File: src/rtl/fetch_pc_generator_pkg.sv
// Shared fetch-stage types: BTB geometry, entry layout, PC-to-index/tag helpers and FSM encodings.
package fetch_pc_generator_pkg;

    localparam int PKG_ADDR_WIDTH    = 32;
    localparam int PKG_BTB_ENTRY_NUM = 64;
    localparam int IDX_W             = $clog2(PKG_BTB_ENTRY_NUM);
    localparam int TAG_W             = PKG_ADDR_WIDTH - IDX_W - 2;

    typedef logic [PKG_ADDR_WIDTH-1:0] PC;
    typedef logic [IDX_W-1:0]          BTBIndex;
    typedef logic [TAG_W-1:0]          BTBTag;

    typedef struct packed {
        logic  valid;
        BTBTag tag;
        PC     target;
    } BTB_Entry;

    localparam logic [0:0] ST_INIT = 1'b0;
    localparam logic [0:0] ST_RUN  = 1'b1;

    function automatic BTBIndex ToBTB_Index(input PC pc);
        return pc[IDX_W+1:2];
    endfunction

    function automatic BTBTag ToBTB_Tag(input PC pc);
        return pc[PKG_ADDR_WIDTH-1:IDX_W+2];
    endfunction

endpackage

File: src/rtl/fetch_pc_generator_branch_target_buffer.sv
// Direct-mapped BTB: combinational lookup, registered write, and a per-index clear used by the init sweep.
module branch_target_buffer
    import fetch_pc_generator_pkg::*;
(
    input  logic    clk,
    input  PC       lookup_pc_i,
    output logic    hit_o,
    output PC       target_o,
    input  logic    wr_en_i,
    input  PC       wr_pc_i,
    input  PC       wr_target_i,
    input  logic    clr_en_i,
    input  BTBIndex clr_idx_i
);

    BTB_Entry entries_q [PKG_BTB_ENTRY_NUM];
    BTB_Entry rd_entry;
    logic     unused_low_bits;

    // Byte-offset bits never take part in indexing or tagging.
    assign unused_low_bits = ^{lookup_pc_i[1:0], wr_pc_i[1:0]};

    assign rd_entry = entries_q[ToBTB_Index(lookup_pc_i)];
    assign hit_o    = rd_entry.valid && (rd_entry.tag == ToBTB_Tag(lookup_pc_i));
    assign target_o = rd_entry.target;

    // No reset on storage: the init sweep clears every valid bit before lookups matter.
    always_ff @(posedge clk) begin
        if (clr_en_i) begin
            entries_q[clr_idx_i].valid <= 1'b0;
        end
        if (wr_en_i) begin
            entries_q[ToBTB_Index(wr_pc_i)] <= '{valid: 1'b1,
                                                 tag: ToBTB_Tag(wr_pc_i),
                                                 target: wr_target_i};
        end
    end

endmodule

File: src/rtl/fetch_pc_generator.sv
// Fetch PC register and next-PC select; sweeps the BTB clear after reset before fetching.
module fetch_pc_generator
    import fetch_pc_generator_pkg::*;
#(
    parameter int                    ADDR_WIDTH    = PKG_ADDR_WIDTH,
    parameter int                    BTB_ENTRY_NUM = PKG_BTB_ENTRY_NUM,
    parameter logic [ADDR_WIDTH-1:0] RESET_PC      = '0
) (
    input  logic                  clk,
    input  logic                  rst,
    input  logic                  stall,
    input  logic                  pred_taken,
    input  logic                  redirect_valid,
    input  logic [ADDR_WIDTH-1:0] redirect_pc,
    input  logic                  upd_valid,
    input  logic [ADDR_WIDTH-1:0] upd_pc,
    input  logic                  upd_taken,
    input  logic [ADDR_WIDTH-1:0] upd_target,
    output logic [ADDR_WIDTH-1:0] pc,
    output logic                  pc_valid,
    output logic                  predicted_taken,
    output logic [ADDR_WIDTH-1:0] predicted_next
);

    localparam logic [ADDR_WIDTH-1:0] ALIGN_MASK = ~ADDR_WIDTH'(3);

    logic [0:0]            state_q, state_d;
    BTBIndex               sweep_q, sweep_d;
    logic [ADDR_WIDTH-1:0] pc_q, pc_d;
    logic [ADDR_WIDTH-1:0] seq_pc, sel_next, redirect_aligned;
    logic                  run, btb_hit, take;
    PC                     btb_target;

    assign run              = (state_q == ST_RUN);
    assign seq_pc           = pc_q + ADDR_WIDTH'(4);
    assign redirect_aligned = redirect_pc & ALIGN_MASK;
    assign take             = pred_taken && btb_hit;
    assign sel_next         = take ? btb_target : seq_pc;

    assign pc               = pc_q;
    assign pc_valid         = run;
    assign predicted_taken  = run && take;
    assign predicted_next   = run ? sel_next : '0;

    branch_target_buffer u_btb (
        .clk         (clk),
        .lookup_pc_i (pc_q),
        .hit_o       (btb_hit),
        .target_o    (btb_target),
        .wr_en_i     (run && upd_valid && upd_taken),
        .wr_pc_i     (upd_pc),
        .wr_target_i (upd_target & ALIGN_MASK),
        .clr_en_i    (!run),
        .clr_idx_i   (sweep_q)
    );

    always_comb begin
        state_d = state_q;
        sweep_d = sweep_q;
        pc_d    = pc_q;
        if (state_q == ST_INIT) begin
            sweep_d = sweep_q + 1'b1;
            if (sweep_q == BTBIndex'(BTB_ENTRY_NUM - 1)) begin
                state_d = ST_RUN;
            end
            if (redirect_valid) begin
                pc_d = redirect_aligned;
            end
        end else begin
            if (redirect_valid) begin
                pc_d = redirect_aligned;
            end else if (!stall) begin
                pc_d = sel_next;
            end
        end
    end

    always_ff @(posedge clk) begin
        if (rst) begin
            state_q <= ST_INIT;
            sweep_q <= '0;
            pc_q    <= RESET_PC;
        end else begin
            state_q <= state_d;
            sweep_q <= sweep_d;
            pc_q    <= pc_d;
        end
    end

endmodule

File: config.mk
export PLATFORM = sky130hd
export DESIGN_NAME = fetch_pc_generator
export DESIGN_NICKNAME = d
export VERILOG_FILES = /design/src/rtl/fetch_pc_generator_pkg.sv /design/src/rtl/fetch_pc_generator_branch_target_buffer.sv /design/src/rtl/fetch_pc_generator.sv
export SDC_FILE = /design/constraint.sdc
export NUM_CORES = 2
export LEC_CHECK = 0
export ABC_AREA = 1
export ABC_CLOCK_PERIOD_IN_PS = 10000
export CAP_MARGIN = 40
export CORE_MARGIN = 4
export CORE_UTILIZATION = 28
export CTS_CLUSTER_DIAMETER = 50
export DETAILED_ROUTE_END_ITERATION = 8
export PLACE_DENSITY = 0.42
export SLEW_MARGIN = 20
export SYNTH_ARGS = -nofsm -noshare
export SYNTH_HDL_FRONTEND = slang
export SYNTH_SLANG_ARGS = --single-unit
File: constraint.sdc
create_clock -name clk -period 10 [get_ports clk]
set_clock_uncertainty 0.15 [all_clocks]
set_input_delay 2 -clock clk [delete_from_list [all_inputs] [get_ports clk]]
set_output_delay 2 -clock clk [all_outputs]
set_load 0.01 [all_outputs]
==> results.py <==
metrics = {
    "route": {
        "drc_errors": 0,
        "first_iter_violations": 9909,
        "drtAntennaViolNets": 0,
        "viasPerCell": 5.17,
        "post_drt_wl_per_cell_um": 28.1,
        "routed_wl_um": 532000,
        "vias": 97700,
        "drtPass1Iterations": 5,
    },
    "layout": {
        "fin_area_sq_mm": 0.171,
        "n_fill_cell": 49900,
        "multi_input_area_sq_mm": 0.0334,
        "layout_common_cells": "edfxtp_1, nand2_1, nand3_1",
        "fin_nets": 11900,
        "mostFrequentLayoutCell": "edfxtp_1",
        "syn_to_final_growth_pct": 18.9,
        "final_cells": 18900,
        "drive_above_1_share_pct": 9.94,
        "register_area_sq_mm": 0.107,
    },
    "sta": {
        "setup_viol_count_final": 0,
        "fin_crit_ns": 9.28,
        "tns_ns": 0,
        "fin_crit_sh_pct": 92.8,
        "hold_violations": 0,
        "slew_violations": 0,
        "rsz0062_at_grt": "no",
        "max-slew-margin-rel_pct": 24.5,
        "holdWs_ns": 0.317,
        "fmax_mhz": 108,
        "worst_pin_slew_ns": 1.13,
    },
    "power": {
        "ir_drop_mv": 0.154,
        "p_leak_nw": 62.0,
        "p_total_w": 0.0346,
        "power.density_mw_per_mm2": 203,
    },
    "synth": {
        "yosysWarnings": 0,
        "synthCells": 11600,
        "netlist_top_cells_area": "edfxtp_1, nand3_1, nand2_1",
        "syn_avg_cell_area_sq_um": 12.3,
        "synth_fp_nets": 11800,
        "ys_ff_latch": 3565,
        "ys_types": 37,
        "yosysTopAreaCell": "edfxtp_1",
        "async_flop_share_pct": 0,
        "syn_area_sq_mm": 0.143,
        "ys_seq_area_share_pct": 74.3,
        "synthFlopType": "edfxtp_1",
        "synth_top_area_share_pct": 73.7,
        "synth_edf_count": 3520,
    },
    "die": {
        "start_util_pct": 28.1,
        "rows": 262,
        "die_y_um": 724,
        "core_sq_mm": 0.510,
        "pin_count": 169,
        "dieArea_sq_mm": 0.524,
        "fp.dieW_um": 724,
    },
    "outcome": {
        "outcome": "finished clean",
    },
    "global_route": {
        "grt_pass1_vias": 93600,
        "antenna_found_initial": 16,
        "grt_max_degree": 181,
        "track_usage_pct": 19.6,
        "grt_pass1_wl_um": 734000,
        "grt_overflow": 0,
    },
    "min_path": {
        "hold_path_class": "register to register",
    },
    "clock_tree": {
        "clockBufferDepth": 4,
        "cts_tree": "yes",
        "clk_latency_ns": 0.97,
        "h-tree-depth": 5,
        "post_cts.repair.setup_buffers": 0,
        "clock-sinks": 3565,
        "cts_hold_buf": 0,
        "root_buffer": "clkbuf_16",
        "cts_buffers": 453,
        "clkTransAtPathRegs_ns": 0.06,
        "postCtsResizedCells": 0,
    },
    "critical_path": {
        "cp_data_required_time_ns": 7.85,
        "crit_path_max_fanout": 143,
        "worstPathArrival_ns": 7.13,
        "path_class": "register to primary output",
        "cp-start-kind": "register",
        "end_kind": "primary output",
    },
    "placed_design": {
        "portBuffers": 162,
        "dp_cells": 18100,
        "dp_hpwl_um": 270000,
        "placed_cell_area_sq_mm": 0.155,
        "place_congestion": 0.829,
    },
    "run": {
        "max_cap_viol_count": 0,
    },
}
==> critical path, stage by stage, from the launching register on <==
cell and delay (ns):
dfxtp_4 0.54, inv_16 0.49, buf_12 0.48, buf_4 0.48
nand2_1 0.10, nand3_1 0.08, nand3_1 0.09, nand3_1 0.12
nand2_1 0.06, nand2_1 0.05, nand2_1 0.06, nand2_1 0.08
nand2_1 0.07, nand2_1 0.05, nand2_1 0.25, nor2_1 0.18
nand2_1 0.11, nor2_4 0.54, buf_4 0.30, nand2_2 0.34
nand2_1 0.40, nand2_1 0.11, nor2_1 0.15, buf_4 0.21
clkdlybuf4s50_1 0.56
==> cell usage after synthesis, types with 35 or more instances <==
| master | count |
|---|---|
| a21oi_1 | 76 |
| buf_2 | 311 |
| o21ai_1 | 35 |
| o221ai_1 | 77 |
| buf_4 | 65 |
| o22ai_1 | 499 |
| nand3_1 | 1634 |
| o21ai_0 | 1184 |
| buf_1 | 48 |
| dfxtp_1 | 45 |
| edfxtp_1 | 3520 |
| inv_1 | 146 |
| nor2_1 | 1514 |
| nand2_1 | 1978 |
| clkbuf_1 | 381 |
==> per-layer routing <==
layer  wire, um  global-route usage [%]  up-vias
met4      18400                    6.43        4
met3      31200                    2.60      803
met1     232000                    26.6    50700
met5         30                       0        -
li1           -                       -    42800
met2     251000                    32.5     3462
==> metrics by stage <==
stage	util [%]	setup slack, ns
floorplan	-	3.35
global placement	30.2	1.79
detailed placement	30.4	1.73
CTS	33.4	0.594
global route	33.5	0.425
finish	33.5	0.724
==> path summary, 6_finish.rpt <==
path	startpoint	endpoint	slack [ns]	cells after the start
worst max-delay path	register	predicted_next[13]	0.72	24
worst min-delay path	pc[1]	pc[1]	0.32	2
worst max register to register	register	pc[19]	4.26	20
worst min register to register	pc[1]	pc[1]	0.32	2
==> layout make-up <==
class / count / area share, %
Antenna cell: 7 / 0.0103
Clock buffer: 506 / 6.83
Clock inverter: 327 / 2.15
Inverter: 151 / 0.366
Multi-Input combinational cell: 7118 / 19.6
Sequential cell: 3565 / 62.5
Tap cell: 6732 / 4.94
Timing Repair Buffer: 506 / 3.58
==> power breakdown <==
part	internal, W	switching (W)
clock network	0.0100	0.00653
registers	0.0162	0.0000421
logic	0.000523	0.00135
total	0.0267	0.00792
==> registers in the layout, indices dropped and copies added (netlist names), named ones only <==
register,flops
sweep_q,6
pc_valid,1
pc,32
u_btb.entries_q,3520
==> logic make-up after synthesis <==
group / synth area share (%)
adder cells (fa/ha/maj): 0.0174
AO/OA/AOI/OAI: 7.39
XOR/XNOR: 0.153
AND/OR/NAND/NOR: 15.1
buffers and inverters: 3.00
flip-flops: 74.3
(Power assumes the default switching activity.)
